===== src/rtl/serial_subtractor_pkg.sv =====
// Shared definitions for the bit-serial subtractor: FSM state encoding.
package serial_subtractor_pkg;

  // Encoding 2'd3 is never entered; the FSM decodes it back to StIdle.
  typedef enum logic [1:0] {
    StIdle  = 2'd0,
    StShift = 2'd1,
    StDone  = 2'd2
  } state_e;

endpackage


===== src/rtl/full_subtractor.sv =====
// Single-bit full subtractor cell: d = x - y - bin, with borrow out.
module full_subtractor (
  input  logic x,
  input  logic y,
  input  logic bin,
  output logic d,
  output logic bout
);

  // Borrow when y exceeds x, or when x == y and a borrow comes in.
  always_comb begin
    d    = x ^ y ^ bin;
    bout = (~x & y) | (~(x ^ y) & bin);
  end

endmodule


===== src/rtl/serial_subtractor.sv =====
// Bit-serial a - b, LSB first, one bit per clock behind a start/done handshake.
module serial_subtractor
  import serial_subtractor_pkg::*;
#(
  parameter int unsigned WIDTH = 8
) (
  input  logic             clk,
  input  logic             rst,
  input  logic             start,
  input  logic [WIDTH-1:0] a,
  input  logic [WIDTH-1:0] b,
  output logic             busy,
  output logic             done,
  output logic [WIDTH-1:0] diff,
  output logic             borrow_out,
  output logic             overflow
);

  localparam int unsigned CntW = $clog2(WIDTH + 1);
  localparam logic [CntW-1:0] LastCnt = CntW'(WIDTH - 1);

  state_e           state_q, state_d;
  logic [CntW-1:0]  cnt_q, cnt_d;
  logic [WIDTH-1:0] a_sh_q, a_sh_d;
  logic [WIDTH-1:0] b_sh_q, b_sh_d;
  logic [WIDTH-1:0] res_q, res_d;
  logic             borrow_q, borrow_d;
  logic             a_msb_q, a_msb_d;
  logic             b_msb_q, b_msb_d;
  logic             cell_d, cell_bout;
  logic             show;

  full_subtractor u_cell (
    .x    (a_sh_q[0]),
    .y    (b_sh_q[0]),
    .bin  (borrow_q),
    .d    (cell_d),
    .bout (cell_bout)
  );

  // Next-state logic for the FSM and the serial datapath.
  always_comb begin
    state_d  = state_q;
    cnt_d    = cnt_q;
    a_sh_d   = a_sh_q;
    b_sh_d   = b_sh_q;
    res_d    = res_q;
    borrow_d = borrow_q;
    a_msb_d  = a_msb_q;
    b_msb_d  = b_msb_q;
    case (state_q)
      StIdle: begin
        if (start) begin
          state_d  = StShift;
          a_sh_d   = a;
          b_sh_d   = b;
          a_msb_d  = a[WIDTH-1];
          b_msb_d  = b[WIDTH-1];
          cnt_d    = '0;
          res_d    = '0;
          borrow_d = 1'b0;
        end
      end
      StShift: begin
        a_sh_d           = a_sh_q >> 1;
        b_sh_d           = b_sh_q >> 1;
        res_d            = res_q >> 1;
        res_d[WIDTH-1]   = cell_d;
        borrow_d         = cell_bout;
        cnt_d            = cnt_q + 1'b1;
        if (cnt_q == LastCnt) begin
          state_d = StDone;
        end
      end
      StDone:  state_d = StIdle;
      default: state_d = StIdle;
    endcase
  end

  // State register with synchronous reset.
  always_ff @(posedge clk) begin
    if (rst) begin
      state_q  <= StIdle;
      cnt_q    <= '0;
      a_sh_q   <= '0;
      b_sh_q   <= '0;
      res_q    <= '0;
      borrow_q <= 1'b0;
      a_msb_q  <= 1'b0;
      b_msb_q  <= 1'b0;
    end else begin
      state_q  <= state_d;
      cnt_q    <= cnt_d;
      a_sh_q   <= a_sh_d;
      b_sh_q   <= b_sh_d;
      res_q    <= res_d;
      borrow_q <= borrow_d;
      a_msb_q  <= a_msb_d;
      b_msb_q  <= b_msb_d;
    end
  end

  // Results are masked while bits are in flight so partial sums never leak out.
  always_comb begin
    busy       = (state_q == StShift);
    done       = (state_q == StDone);
    show       = ~busy;
    diff       = show ? res_q : '0;
    borrow_out = show & borrow_q;
    overflow   = show & (a_msb_q ^ b_msb_q) & (res_q[WIDTH-1] ^ a_msb_q);
  end

endmodule


===== config.mk =====
export PLATFORM = sky130hd
export DESIGN_NAME = serial_subtractor
export DESIGN_NICKNAME = d
export VERILOG_FILES = /design/src/rtl/serial_subtractor_pkg.sv /design/src/rtl/full_subtractor.sv /design/src/rtl/serial_subtractor.sv
export SDC_FILE = /design/constraint.sdc
export NUM_CORES = 1
export LEC_CHECK = 0
export CORE_UTILIZATION = 46
export DETAILED_ROUTE_END_ITERATION = 10
export PLACE_DENSITY = 0.82
export RECOVER_POWER = 50
export SLEW_MARGIN = 15
export SYNTH_ARGS = -nofsm -noshare
export SYNTH_HDL_FRONTEND = slang
export SYNTH_HIERARCHICAL = 1
export SYNTH_SLANG_ARGS = --single-unit
export TNS_END_PERCENT = 50

===== constraint.sdc =====
create_clock -name clk -period 1.5 [get_ports clk]
set_clock_uncertainty 0.2 [all_clocks]
set_input_delay 0.15 -clock clk [delete_from_list [all_inputs] [get_ports clk]]
set_output_delay 0.15 -clock clk [all_outputs]
set_load 0.005 [all_outputs]

==> flow_summary.ini <==
[run_status]
outcome = finished with violations
violations = setup timing

[synthesis]
synth-seq-cells = 33
synth_edf_count = 0
synth_top_family_by_area = simple AND/OR/NAND/NOR gates
ys.flop_type = dfxtp_1
synth.avg_cell_area_um2 = 8.74
yosysSeqAreaShare = 0.420
synthSimpleGateAreaFrac = 0.282
synth_fa_ha_area_frac = 0.0207
synth_area_um2 = 1570
synth_top_area_cell = dfxtp_1
synth_area_leaders = dfxtp_1, a21oi_1, nor2_1
synth_common_cells = dfxtp_1, nor2_1, a21oi_1, and2_1
synthCells = 180
yosysMostFrequentCell = dfxtp_1
yosys_warnings = 6
synth_cell_types = 39
synth_xor_area_frac = 0
netlist.area_leader.share = 0.420
synth_nets = 201
muxShareOfSynthArea = 0.0127
synth_compound_area_frac = 0.197
async_reset_ff_frac = 0

[global_route]
grt_overflow = 0
antenna_found_initial = 0
grt_max_degree = 18
first_global_vias = 1459
grt_usage = 0.253
grt_pass1_wl_mm = 6.60

[clock_network]
numCtsBuffers = 5
clk_pin_slew_worst_paths_ns = 0.10
cts_sinks = 33
clockBufferDepth = 2
cts_hold_buf = 0
cts_htree_levels = 2
clockRootBuffer = clkbuf_4
cts_tree = yes
worstSkewPairLatency_ns = 0.34

[routing]
wl_per_cell_um = 17.8
ant_nets = 0
drc = 0
drtIter0Drc = 164
vias = 1610
wirelength_mm = 5.01
via_per_inst = 5.71
dr.pass1.iters = 4

[sta]
timing.fmax_mhz = 612
timing.slew.headroom = 0.720
max_slew.worst_pin.slew_ns = 0.419
setup_tns_ns = -1.71
rsz0062_at_grt = yes
hold_violations = 0
drv_slew = 0
setup_slack_ns = -0.135
min_period_ns = 1.64
setup_viol = 30
period_share = 1.09
hold_ws_ns = 0.288

[die]
rows = 20
design.die.area_um2 = 3660
initial_utilization = 0.499
core_region_area_um2 = 3150
ios = 31
fp.dieH_um = 60.5
dieWidth_um = 60.5

[critical_path]
crit_buf_inv = 1
path_delay_family = simple AND/OR/NAND/NOR gates
cpPeakStageDelay_ns = 0.39
crit_chain = or3b_4, a21oi_2, buf_2
critical_path_class = reg2out
start_kind = flop
arrival_ns = 1.29
critPathRequiredTime_ns = 1.15
slowest_stage = or3b_4
end_kind = primary output
critical_path.max_fanout = 2

[final_layout]
layout-drive-gt1-share = 0.370
seq_area_um2 = 668
diodes = 0
area_delta_synth_final_pct = 49.0
fillers = 229
nets = 259
multi_input_area_um2 = 893

[placed_design]
port_buffers = 30
dp_slack_ns = -0.388
dp_hpwl_mm = 2.83
place_congestion = 0.798

[hold_path]
hp-class = in2reg

[job]
maxCapViolations = 0

[power]
p_total_mw = 2.00
p_per_area_nw_per_um2 = 854
irDropWorstVdd_v = 0.000660
power_leakage_nw = 0.998
-- where the power goes --
part | switching (mW) | total, mW | internal (mW)
Sequential | 0.0512 | 0.989 | 0.937
Combinational | 0.223 | 0.491 | 0.268
Clock | 0.303 | 0.525 | 0.221
Total | 0.578 | 2.00 | 1.43
-- layer usage --
| layer | vias to the layer above | GRT usage | wire length, um |
|---|---|---|---|
| li1 | 743 | - | - |
| met1 | 777 | 0.296 | 1970 |
| met3 | 22 | 0.0448 | 296 |
| met2 | 68 | 0.444 | 2540 |
| met4 | 0 | 0.127 | 200 |
| met5 | - | 0 | 0 |
-- layout make-up --
cell class,count,area share
Sequential cell,33,0.285
Tap cell,44,0.0235
Timing Repair Buffer,65,0.273
Multi-Input combinational cell,125,0.381
Inverter,8,0.0149
Clock buffer,7,0.0235
-- cell usage in the layout (no fill, tap or decap), types with 3 or more instances in the layout --
| master | count |
|---|---|
| a22oi_1 | 3 |
| a22o_1 | 7 |
| dfxtp_1 | 29 |
| or3b_4 | 3 |
| and2_4 | 8 |
| nor2b_1 | 4 |
| dfxtp_2 | 3 |
| nand2_1 | 4 |
| a221o_1 | 3 |
| o221a_2 | 4 |
| nor3_1 | 7 |
| nand2b_1 | 7 |
| buf_6 | 14 |
| buf_4 | 22 |
| inv_1 | 7 |
| clkbuf_4 | 5 |
| or3b_1 | 3 |
| a21oi_1 | 15 |
| nor2_1 | 21 |
| and2_1 | 4 |
| clkdlybuf4s50_1 | 17 |
| a21oi_2 | 4 |
| buf_2 | 4 |
-- sequential cells by signal, indices dropped and copies added, names as in the netlist --
name	cells
b_msb_q	1
b_sh_q	8
res_q	8
a_msb_q	1
a_sh_q	8
state_q	2
borrow_q	1
cnt_q	4
-- stage by stage --
stage               cell area (um^2)  instances  utilization
finish                          2350        282        0.744
detailed placement              2020        262        0.640
global placement                2020        262        0.640
global route                    2350        282        0.744
CTS                             2180        272        0.692
floorplan                       1570        180            -
-- logic make-up after synthesis --
| family | count (synthesis) |
|---|---|
| AOI/OAI and AO/OA | 44 |
| and+or+nand+nor | 77 |
| DFF | 33 |
| adders and majority gates | 2 |
| buffers and inverters | 22 |
| muxes | 2 |
-- repair_timing --
item	4_1_cts	5_1_grt
setup endpoints to repair	24	36
cloned	0	2
pin swaps	12	6
resized for setup	87	19
buffers inserted	3	8
-- final timing paths --
kind | start | to | slack [ns] | cells after the start
hold / removal | a[4] | a_sh_q[4]$_SDFFE_PP0P_ | 0.29 | 3
hold reg to reg | b_sh_q[4]$_SDFFE_PP0P_ | b_sh_q[4]$_SDFFE_PP0P_ | 0.29 | 2
setup / recovery | res_q[7]$_SDFFE_PP0P_ | overflow | -0.14 | 3
setup reg to reg | state_q[1]$_SDFFE_PP0P_ | b_sh_q[0]$_SDFFE_PP0P_ | -0.11 | 6
-- tightest hold or removal path, stage by stage --
cell and delay [ns]:
clkdlybuf4s50_1 0.44, and2_1 0.11, a221o_1 0.10
(Power assumes the default switching activity.)
